[src/rtl/seq_pattern_gen.sv]
// ============================================================================
// Module   : seq_pattern_gen
// Brief    : Serial pattern transmitter, MSB-first, one-shot or repeat with gap
// Revision : 1.0 - initial release
// ============================================================================
`default_nettype none

module seq_pattern_gen #(
    parameter int PAT_W = 8,
    parameter int LEN_W = 4,
    parameter int GAP_W = 4
) (
    input  logic             clk,
    input  logic             rst,
    input  logic             load,
    input  logic [PAT_W-1:0] pat_in,
    input  logic [LEN_W-1:0] len_in,
    input  logic [GAP_W-1:0] gap_in,
    input  logic             start,
    input  logic             repeat_en,
    input  logic             abort,
    output logic             dout,
    output logic             dout_valid,
    output logic             busy,
    output logic             done,
    output logic             load_err
);

    localparam logic [LEN_W-1:0] C_LEN_ONE  = LEN_W'(1);
    localparam logic [LEN_W-1:0] C_LEN_MAX  = LEN_W'(PAT_W);
    localparam logic [GAP_W-1:0] C_GAP_ONE  = GAP_W'(1);
    localparam logic [PAT_W-1:0] C_PAT_ONE  = PAT_W'(1);

    typedef enum logic [1:0] {
        IDLE  = 2'd0,
        SHIFT = 2'd1,
        GAP   = 2'd2
    } state_t;

    state_t             r_state, w_state;
    logic [PAT_W-1:0]   r_pat, w_pat;
    logic [LEN_W-1:0]   r_len, w_len;
    logic [GAP_W-1:0]   r_gap, w_gap;
    logic [LEN_W-1:0]   r_idx, w_idx;
    logic [GAP_W-1:0]   r_gcnt, w_gcnt;
    logic               r_dout, w_dout;
    logic               r_valid, w_valid;
    logic               r_busy, w_busy;
    logic               r_done, w_done;
    logic               r_load_err, w_load_err;

    logic [LEN_W-1:0]   w_len_m1;
    logic [LEN_W-1:0]   w_idx_m1;
    logic               w_first_bit;
    logic               w_next_bit;
    logic               w_len_ok;

    assign w_len_m1    = r_len - C_LEN_ONE;
    assign w_idx_m1    = r_idx - C_LEN_ONE;
    // Bit selects done by masking so the index width need not match $clog2(PAT_W)
    assign w_first_bit = |(r_pat & (C_PAT_ONE << w_len_m1));
    assign w_next_bit  = |(r_pat & (C_PAT_ONE << w_idx_m1));
    assign w_len_ok    = (len_in != '0) && (len_in <= C_LEN_MAX);

    always_comb begin
        w_state    = r_state;
        w_pat      = r_pat;
        w_len      = r_len;
        w_gap      = r_gap;
        w_idx      = r_idx;
        w_gcnt     = r_gcnt;
        w_dout     = 1'b0;
        w_valid    = 1'b0;
        w_busy     = 1'b0;
        w_done     = 1'b0;
        w_load_err = 1'b0;

        case (r_state)
            IDLE: begin
                if (load) begin
                    if (w_len_ok) begin
                        w_pat = pat_in;
                        w_len = len_in;
                        w_gap = gap_in;
                    end else begin
                        w_load_err = 1'b1;
                    end
                end else if (start && (r_len != '0)) begin
                    w_state = SHIFT;
                    w_idx   = w_len_m1;
                    w_dout  = w_first_bit;
                    w_valid = 1'b1;
                    w_busy  = 1'b1;
                end
            end

            SHIFT: begin
                if (abort) begin
                    w_state = IDLE;
                end else if (r_idx != '0) begin
                    w_idx   = w_idx_m1;
                    w_dout  = w_next_bit;
                    w_valid = 1'b1;
                    w_busy  = 1'b1;
                end else if (repeat_en) begin
                    w_busy = 1'b1;
                    if (r_gap == '0) begin
                        w_idx   = w_len_m1;
                        w_dout  = w_first_bit;
                        w_valid = 1'b1;
                    end else begin
                        w_state = GAP;
                        w_gcnt  = r_gap;
                    end
                end else begin
                    w_state = IDLE;
                    w_done  = 1'b1;
                end
            end

            GAP: begin
                w_busy = 1'b1;
                if (abort) begin
                    w_state = IDLE;
                    w_busy  = 1'b0;
                end else if (r_gcnt <= C_GAP_ONE) begin
                    // Last idle cycle: the next cycle already carries the MSB
                    w_state = SHIFT;
                    w_idx   = w_len_m1;
                    w_dout  = w_first_bit;
                    w_valid = 1'b1;
                end else begin
                    w_gcnt = r_gcnt - C_GAP_ONE;
                end
            end

            default: begin
                w_state = IDLE;
            end
        endcase
    end

    always_ff @(posedge clk or negedge rst) begin
        if (!rst) begin
            r_state    <= IDLE;
            r_pat      <= '0;
            r_len      <= '0;
            r_gap      <= '0;
            r_idx      <= '0;
            r_gcnt     <= '0;
            r_dout     <= 1'b0;
            r_valid    <= 1'b0;
            r_busy     <= 1'b0;
            r_done     <= 1'b0;
            r_load_err <= 1'b0;
        end else begin
            r_state    <= w_state;
            r_pat      <= w_pat;
            r_len      <= w_len;
            r_gap      <= w_gap;
            r_idx      <= w_idx;
            r_gcnt     <= w_gcnt;
            r_dout     <= w_dout;
            r_valid    <= w_valid;
            r_busy     <= w_busy;
            r_done     <= w_done;
            r_load_err <= w_load_err;
        end
    end

    assign dout       = r_dout;
    assign dout_valid = r_valid;
    assign busy       = r_busy;
    assign done       = r_done;
    assign load_err   = r_load_err;

endmodule

`default_nettype wire

[config.mk]
export PLATFORM = sky130hd
export DESIGN_NAME = seq_pattern_gen
export DESIGN_NICKNAME = d
export VERILOG_FILES = /design/src/rtl/seq_pattern_gen.sv
export SDC_FILE = /design/constraint.sdc
export NUM_CORES = 1
export LEC_CHECK = 0
export BUFFER_PORTS_ARGS = -buffer_cell sky130_fd_sc_hd__buf_4
export CORE_MARGIN = 4
export CORE_UTILIZATION = 50
export DETAILED_ROUTE_END_ITERATION = 10
export PLACE_DENSITY_LB_ADDON = 0.08
export SLEW_MARGIN = 10
export SYNTH_ARGS = -nofsm -noshare
export SYNTH_HDL_FRONTEND = slang
export SYNTH_SLANG_ARGS = --single-unit
[constraint.sdc]
create_clock -name clk -period 3.2 [get_ports clk]
set_input_delay 0.64 -clock clk [delete_from_list [all_inputs] [get_ports clk]]
set_output_delay 0.64 -clock clk [all_outputs]
set_load 0.1 [all_outputs]
==> results of run 1 <==
-- worst max-delay path by stage --
stage / start / to / slack [ps] / depth (start not counted)
2_1_floorplan: r_idx[0] / r_idx[3] / 1350 / 6
3_5_place_dp: len_in[1] / r_gap[3] / 1110 / 5
3_3_place_gp: r_idx[0] / r_idx[3] / 1130 / 6
4_1_cts: r_idx[0] / r_idx[3] / 1100 / 6
5_1_grt: r_idx[0] / r_idx[3] / 950 / 6
6_report: r_idx[0] / r_idx[3] / 1090 / 6
-- worst max-delay path, stage by stage (launching register included) --
cell	delay, ps
dfrtp_1	470
inv_1	170
ha_1	260
or3b_2	490
nand2_1	200
a21oi_1	110
a221o_1	290
-- cell type report --
type	count	area [um2]	area share
Multi-Input combinational cell	122	909.6	0.4428
Clock inverter	2	35.03	0.01705
Timing Repair Buffer	26	195.2	0.09501
Inverter	8	30.03	0.01462
Clock buffer	6	51.30	0.02497
Tap cell	46	57.56	0.02801
Sequential cell	31	775.7	0.3776
-- power breakdown --
group          internal, mW  switching [mW]
clock network         0.184           0.134
registers             0.524           0.145
logic                 0.301           0.405
total                  1.01           0.683
-- layout by cell type, fill, tap and decap left out, drive strengths merged, types with 6 or more instances in the layout --
cell type / synthesis / final
o21ai: 9 / 9
dfrtp: 31 / 31
clkbuf: 1 / 6
nand2: 16 / 16
a22oi: 8 / 8
nor2: 10 / 10
ha: 12 / 12
inv: 8 / 8
a21oi: 6 / 6
buf: 1 / 26
mux2: 15 / 15
-- cell families after synthesis --
family,Yosys count
xor+xnor,4
simple gates,48
flops,31
buf+inv,10
compound gates,42
fa+ha+maj,12
mux,16
-- state kept, by name (all words and copies together), names as in the netlist --
name / flops
dout: 1
r_idx: 4
busy: 1
r_state: 2
done: 1
load_err: 1
r_len: 4
dout_valid: 1
r_gap: 4
r_pat: 8
r_gcnt: 4
-- metal layers --
layer | up-vias | routed length, um
met4 | 0 | 126
met1 | 656 | 1520
li1 | 659 | -
met2 | 45 | 1920
met3 | 12 | 194
met5 | - | 0
-- stage by stage --
| stage | cell area [um2] | worst slack (ps) |
|---|---|---|
| floorplan | 1728 | 1347 |
| global placement | 1968 | 1128 |
| detailed placement | 1968 | 1108 |
| CTS | 2054 | 1098 |
| global route | 2054 | 950.4 |
| finish | 2054 | 1090 |
==> flow_metrics.env, run 1 <==
export IMPL_yosys_top_cells_area="dfrtp_1 (45%), mux2_2 (9.8%), ha_1 (8.7%)"
export IMPL_area_growth_pct=18.90
export IMPL_min_period_ps=2110
export IMPL_fin_skew_ps=6.994
export IMPL_cts_resized=0
export IMPL_core_area_mm2=0.003337
export IMPL_holdWs_ps=218.7
export IMPL_slew_headroom=0.6095
export IMPL_die_w_um=66.79
export IMPL_syn_avg_cell_area_um2=10.60
export IMPL_fin_setup_tns_ps=0
export IMPL_power_total_mw=1.694
export IMPL_r2r_cells=6
export IMPL_grt_max_degree=32
export IMPL_first_global_vias=1315
export IMPL_synth_xor_area_share=0.02028
export IMPL_required_ps=3420
export IMPL_wirelength_um=3762
export IMPL_post_synth_top_area_fraction=0.4490
export IMPL_final_nets=228
export IMPL_overflow=0
export IMPL_synth_mux_area_frac=0.1035
export IMPL_worstMarginPinSlew_ps=584.3
export IMPL_worstSkewPairLatency_ps=330
export IMPL_synth_cell_type_count=45
export IMPL_htree_levels=2
export IMPL_gp_congestion=0.9464
export IMPL_vias=1372
export IMPL_fin_cells=241
export IMPL_synth_area_mm2=0.001728
export IMPL_vias_per_cell=5.693
export IMPL_ctsRootBufferMaster="clkbuf_4"
export IMPL_synth_compound_area_share=0.1731
export IMPL_rows=21
export IMPL_grt_pass1_wl_um=6120
export IMPL_grt_use_total=0.1869
export IMPL_wl_per_cell_um=15.61
export IMPL_r2r_end="r_idx[3]"
export IMPL_num_io_pins=27
export IMPL_final_fill_count=310
export IMPL_hold_class="in2async"
export IMPL_powerDensity_mw_per_mm2=824.4
export IMPL_die_height_um=66.79
export IMPL_start_util=0.5178
export IMPL_synth_async_reset_ratio=1.000
export IMPL_rsz0062_at_grt="no"
export IMPL_synth_simple_area_share=0.1427
export IMPL_grt_use_met2=0.2995
export IMPL_ys_flop_type="dfrtp_1"
export IMPL_final_max_slew_viol_count=0
export IMPL_clk_path_buf_depth=2
export IMPL_fin_util=0.6157
export IMPL_antenna_found_initial=0
export IMPL_tritoncts="built"
export IMPL_ff2ff_setup_slack_ps=1090
export IMPL_ys_seq_area_frac=0.4490
export IMPL_drt_iter0_drc=93
export IMPL_synthesis_nets=197
export IMPL_die_area_mm2=0.004460
export IMPL_post_cts_setup_buffers=0
export IMPL_crit_path_start_kind="register"
export IMPL_r2r_start="r_idx[0]"
export IMPL_use_met1=0.2233
export IMPL_cts_hold_fix_buffers=0
export IMPL_ys_ff_latch=31
export IMPL_yosysWarnings=0
export IMPL_worst_setup_path_type="reg2reg"
export IMPL_drt_pass1_iterations=6
export IMPL_drc=0
export IMPL_synth_edf_count=0
export IMPL_outcome="complete, no violations"
export IMPL_dp_cells=233
export IMPL_hpwl_um=2900
export IMPL_yosysTopAreaCell="dfrtp_1"
export IMPL_worst_endpoint_arrival_ps=2330
export IMPL_synth_top_family_by_area="compound AO/OA/AOI/OAI gates"
export IMPL_grt_busiest_layer="met2"
export IMPL_power_leakage_nw=0.9419
export IMPL_end_kind="register"
export IMPL_antennaDiodeCount=0
export IMPL_drv_cap=0
export IMPL_finalSetupViolCount=0
export IMPL_yosysMostFrequentCell="dfrtp_1"
export IMPL_drive_gt1_frac=0.2821
export IMPL_cts_sink_count=31
export IMPL_synthAdderAreaFrac=0.08689
export IMPL_worstPathMaxFanout=6
export IMPL_numPortBuffers=26
export IMPL_ys_top_cells_by_count="dfrtp_1 (31), nand2_1 (16), mux2_2 (15), ha_1 (12), nor2_1 (10)"
export IMPL_met3_usage=0.05396
export IMPL_cts_made_buffers=5
export IMPL_fin_crit_sh=0.6595
export IMPL_finalHoldViolCount=0
export IMPL_ir_drop_uv=445.6
export IMPL_max_freq_mhz=473.9
export IMPL_clk_pin_slew_ps=100
export IMPL_synth_cells=163
export IMPL_antenna_left=0
Note: power is estimated with default switching activity, not from simulation.
==> run 2, diff against run 1 <==
- clock period: 3.2 -> 2 ns (I/O delays scaled with it)
==> flow_metrics.env, run 2 (synthesized netlist as in run 1, its figures left out) <==
export IMPL_hp_start="repeat_en"
export IMPL_finalInstanceArea_mm2=0.002132
export IMPL_worst_slack_ps=100.6
export IMPL_wirelength_um=3617
export IMPL_grt_pass1_wl_um=6258
export IMPL_layout_commonest_cell="buf_4"
export IMPL_finalHoldViolCount=0
export IMPL_cts_sink_count=31
export IMPL_worstHoldEndpoint="done"
export IMPL_first_global_vias=1440
export IMPL_cts_made_buffers=5
export IMPL_ctsRootBufferMaster="clkbuf_4"
export IMPL_ir_drop_uv=611.7
export IMPL_hold_class="in2reg"
export IMPL_wl_per_cell_um=14.58
export IMPL_final_cell_mix="buf_4 (32), dfrtp_1 (31), nand2_1 (15), mux2_2 (15)"
export IMPL_clk_path_buf_depth=2
export IMPL_num_io_pins=27
export IMPL_end_kind="register"
export IMPL_vias_per_cell=5.560
export IMPL_r2r_cells=6
export IMPL_drive_gt1_frac=0.3218
export IMPL_slew_headroom=0.7243
export IMPL_drt_iter0_drc=55
export IMPL_required_ps=2220
export IMPL_final_max_slew_viol_count=0
export IMPL_finalSetupViolCount=0
export IMPL_fin_setup_tns_ps=0
export IMPL_vias=1379
export IMPL_r2r_end="r_idx[3]"
export IMPL_worstMarginPinSlew_ps=412.7
export IMPL_overflow=0
export IMPL_dpl_cell_area_mm2=0.002006
export IMPL_crit_path_start_kind="register"
export IMPL_gp_congestion=0.9241
export IMPL_dp_cells=238
export IMPL_ff2ff_setup_slack_ps=100
export IMPL_outcome="complete, no violations"
export IMPL_power_total_mw=2.788
export IMPL_hold_depth=2
export IMPL_worstSkewPairLatency_ps=330
export IMPL_power_leakage_nw=0.9762
export IMPL_largest_reg_flops=8
export IMPL_post_place_ws_ps=75.14
export IMPL_final_nets=235
export IMPL_worstPathMaxFanout=6
export IMPL_clk_pin_slew_ps=100
export IMPL_grt_max_degree=32
export IMPL_drt_pass1_iterations=4
export IMPL_area_growth_pct=23.39
export IMPL_die_height_um=66.79
export IMPL_r2r_start="r_idx[0]"
export IMPL_fin_cells=248
export IMPL_rsz0062_at_grt="no"
export IMPL_max_freq_mhz=526.5
export IMPL_htree_levels=2
export IMPL_antenna_found_initial=0
export IMPL_numPortBuffers=26
export IMPL_hpwl_um=2778
export IMPL_die_area_mm2=0.004460
export IMPL_worst_endpoint_arrival_ps=2120
export IMPL_grt_use_total=0.1894
export IMPL_die_w_um=66.79
export IMPL_tritoncts="built"
export IMPL_worst_setup_path_type="reg2reg"
export IMPL_start_util=0.5178
export IMPL_drv_cap=0
export IMPL_rows=21
export IMPL_powerDensity_mw_per_mm2=1308
export IMPL_min_period_ps=1899
export IMPL_antenna_left=0
export IMPL_final_fill_count=300
export IMPL_fin_skew_ps=12.29
export IMPL_fin_crit_sh=0.9497
export IMPL_antennaDiodeCount=0
export IMPL_largest_register="r_pat"
export IMPL_drc=0
export IMPL_core_area_mm2=0.003337
==> run 2: worst max-delay path by stage <==
stage | startpoint | end | slack (ps) | cells after the start
finish | r_idx[0] | r_idx[3] | 100 | 6
global route | r_len[1] | r_idx[3] | 10 | 7
CTS | r_idx[0] | r_idx[3] | 40 | 6
detailed placement | r_idx[0] | r_idx[3] | 80 | 6
global placement | r_idx[0] | r_idx[3] | 140 | 6
floorplan | r_idx[0] | r_idx[3] | 150 | 6
==> run 2: layer usage <==
metal / GRT usage / wire length [um]
met2: 0.3181 / 1827
met5: 0 / 0
met3: 0.05902 / 189
met4: 0.09898 / 82
met1: 0.2134 / 1518
==> run 2: worst max-delay path, cell delays in order, from the launching register on <==
cell	delay (ps)
dfrtp_1	390
inv_1	130
ha_2	240
or3b_2	500
nand2_2	150
a21oi_1	80
a221o_1	290
==> run 2: per-stage QoR <==
step	hold WS [ps]	utilization
4_1_cts	222.0	0.6299
6_report	238.3	0.6389
5_1_grt	210.4	0.6389
2_1_floorplan	104.4	-
3_5_place_dp	354.5	0.6011
3_3_place_gp	347.5	0.6011
==> run 2: layout make-up <==
| cell class | count | area, um2 | area share |
|---|---|---|---|
| clock buffers | 6 | 51.30 | 0.02406 |
| clock inverters | 2 | 35.03 | 0.01643 |
| inverters | 8 | 30.03 | 0.01408 |
| multi-input cells | 122 | 932.1 | 0.4372 |
| flip-flops and latches | 31 | 775.7 | 0.3639 |
| well taps | 46 | 57.56 | 0.02700 |
| repair buffers | 33 | 250.2 | 0.1174 |
==> run 2: timing repair <==
| action | in CTS | in global routing |
|---|---|---|
| resized for setup | 0 | 6 |
| endpoints found under the hold margin | 31 | 0 |
| hold buffers | 1 | 0 |
| setup endpoints to repair | 0 | 6 |
| buffers inserted | 0 | 1 |
==> run 2: power breakdown <==
group / internal [mW] / switching [mW] / leakage, nW / total, mW
combinational: 0.552 / 0.694 / 0.551 / 1.25
sequential: 0.839 / 0.192 / 0.377 / 1.03
clock: 0.295 / 0.216 / 0.0482 / 0.511
total: 1.69 / 1.10 / 0.976 / 2.79
==> run 3, diff against run 2 <==
- BUFFER_PORTS_ARGS: -buffer_cell sky130_fd_sc_hd__buf_4 -> -buffer_cell sky130_fd_sc_hd__buf_2
==> flow_metrics.env, run 3 (synthesized netlist as in run 1, its figures left out) <==
export IMPL_outcome="complete, no violations"
export IMPL_grt_max_degree=32
export IMPL_start_util=0.5178
export IMPL_powerDensity_mw_per_mm2=1300
export IMPL_worstSkewPairLatency_ps=330
export IMPL_r2r_start="r_len[0]"
export IMPL_ir_drop_uv=628.5
export IMPL_wirelength_um=3774
export IMPL_p_switching_mw=1.110
export IMPL_worstMarginPinSlew_ps=696.0
export IMPL_clk_path_buf_depth=2
export IMPL_intPower_mw=1.544
export IMPL_die_area_mm2=0.004460
export IMPL_slew_headroom=0.5360
export IMPL_p_clk_frac=0.140
export IMPL_drt_pass1_iterations=4
export IMPL_max_freq_mhz=531.4
export IMPL_drv_cap=0
export IMPL_vias_per_cell=5.514
export IMPL_power_leakage_nw=0.9441
export IMPL_fin_cells=247
export IMPL_gp_congestion=0.9398
export IMPL_fin_crit_sh=0.9408
export IMPL_overflow=0
export IMPL_die_w_um=66.79
export IMPL_hpwl_um=2873
export IMPL_final_cell_mix="dfrtp_1 (31), buf_2 (26), nand2_1 (15), mux2_2 (15), ha_1 (11)"
export IMPL_die_height_um=66.79
export IMPL_cts_made_buffers=5
export IMPL_antenna_found_initial=0
export IMPL_worst_slack_ps=118.3
export IMPL_fin_util=0.6119
export IMPL_crit_path_start_kind="register"
export IMPL_grt_pass1_wl_um=6444
export IMPL_worstPathMaxFanout=6
export IMPL_worst_endpoint_arrival_ps=2100
export IMPL_finalSetupViolCount=0
export IMPL_antenna_left=0
export IMPL_comb_power_share=0.472
export IMPL_r2r_cells=7
export IMPL_final_max_slew_viol_count=0
export IMPL_holdWs_ps=101.5
export IMPL_drive_gt1_frac=0.3134
export IMPL_worst_setup_path_type="reg2reg"
export IMPL_finalHoldViolCount=0
export IMPL_pwr_share_seq=0.387
export IMPL_ctsRootBufferMaster="clkbuf_4"
export IMPL_antennaDiodeCount=0
export IMPL_vias=1362
export IMPL_post_place_ws_ps=83.08
export IMPL_switching_share=0.4182
export IMPL_r2r_end="r_idx[3]"
export IMPL_largest_reg_flops=8
export IMPL_power_total_mw=2.654
export IMPL_layout_commonest_cell="dfrtp_1"
export IMPL_final_nets=235
export IMPL_fin_setup_tns_ps=0
export IMPL_end_kind="register"
export IMPL_ff2ff_setup_slack_ps=120
export IMPL_final_fill_count=315
export IMPL_rsz0062_at_grt="no"
export IMPL_core_area_mm2=0.003337
export IMPL_drt_iter0_drc=51
export IMPL_dpl_cell_area_mm2=0.001948
export IMPL_clk_pin_slew_ps=100
export IMPL_area_growth_pct=18.18
export IMPL_htree_levels=2
export IMPL_finalInstanceArea_mm2=0.002042
export IMPL_numPortBuffers=26
export IMPL_required_ps=2220
export IMPL_num_io_pins=27
export IMPL_tritoncts="built"
export IMPL_first_global_vias=1403
export IMPL_largest_register="r_pat"
export IMPL_drc=0
export IMPL_rows=21
export IMPL_min_period_ps=1882
export IMPL_cts_sink_count=31
export IMPL_dp_cells=239
export IMPL_fin_skew_ps=8.814
export IMPL_hold_class="in2async"
export IMPL_wl_per_cell_um=15.28
export IMPL_grt_use_total=0.1964
==> run 3: cell count changes in the layout (fill, tap and decap cells not counted), sizes merged <==
| cell | before | now |
|---|---|---|
| dlygate4sd3 | 1 | 0 |
| buf | 32 | 33 |
| bufinv | 1 | 0 |
==> run 3: how the worst max path moves through the flow <==
stage,slack (ps),end,cells after the start,from
2_1_floorplan,150,r_idx[3],6,r_idx[0]
3_3_place_gp,150,r_idx[3],6,r_idx[1]
3_5_place_dp,80,r_idx[3],6,r_idx[1]
4_1_cts,40,r_idx[3],6,r_idx[1]
5_1_grt,7,r_idx[3],7,r_len[0]
6_report,120,r_idx[3],7,r_len[0]
==> run 3: area by class of cell <==
cell class,count,area [um2],share of cell area
Clock buffer,6,51.30,0.02512
Clock inverter,1,5.005,0.002451
Inverter,8,30.03,0.01471
Multi-Input combinational cell,122,939.7,0.4602
Sequential cell,31,775.7,0.3799
Tap cell,46,57.56,0.02819
Timing Repair Buffer,33,182.7,0.08946
==> run 3: power by group through the flow <==
| stage | sequential [mW] | clock [mW] | combinational, mW |
|---|---|---|---|
| 2_1_floorplan | 1.16 | 0 | 0.719 |
| 3_3_place_gp | 1.03 | 0 | 1.16 |
| 3_5_place_dp | 1.04 | 0 | 1.20 |
| 4_1_cts | 1.03 | 0.389 | 1.21 |
| 5_1_grt | 1.06 | 0.417 | 1.39 |
| 6_report | 1.03 | 0.373 | 1.25 |
==> run 3: repair_timing <==
item	4_1_cts	5_1_grt
buffers inserted	0	1
setup endpoints to repair	0	8
hold buffers	0	0
resized for setup	0	5
==> run 3: worst max-delay path, stage by stage, from the launching register on <==
cell	delay, ps
dfrtp_1	380
inv_1	130
ha_1	190
or3b_1	340
nand3_1	140
a21o_4	170
nand2_1	100
a221o_1	330
==> run 3: metal layers <==
layer | vias up | GRT usage | share of wire | routed length [um]
li1 | 671 | - | - | -
met2 | 32 | 0.3527 | 0.53 | 1989
met4 | 0 | 0.07614 | 0.016 | 61
met1 | 652 | 0.2154 | 0.41 | 1558
met3 | 7 | 0.05734 | 0.043 | 164
met5 | - | 0 | 0 | 0
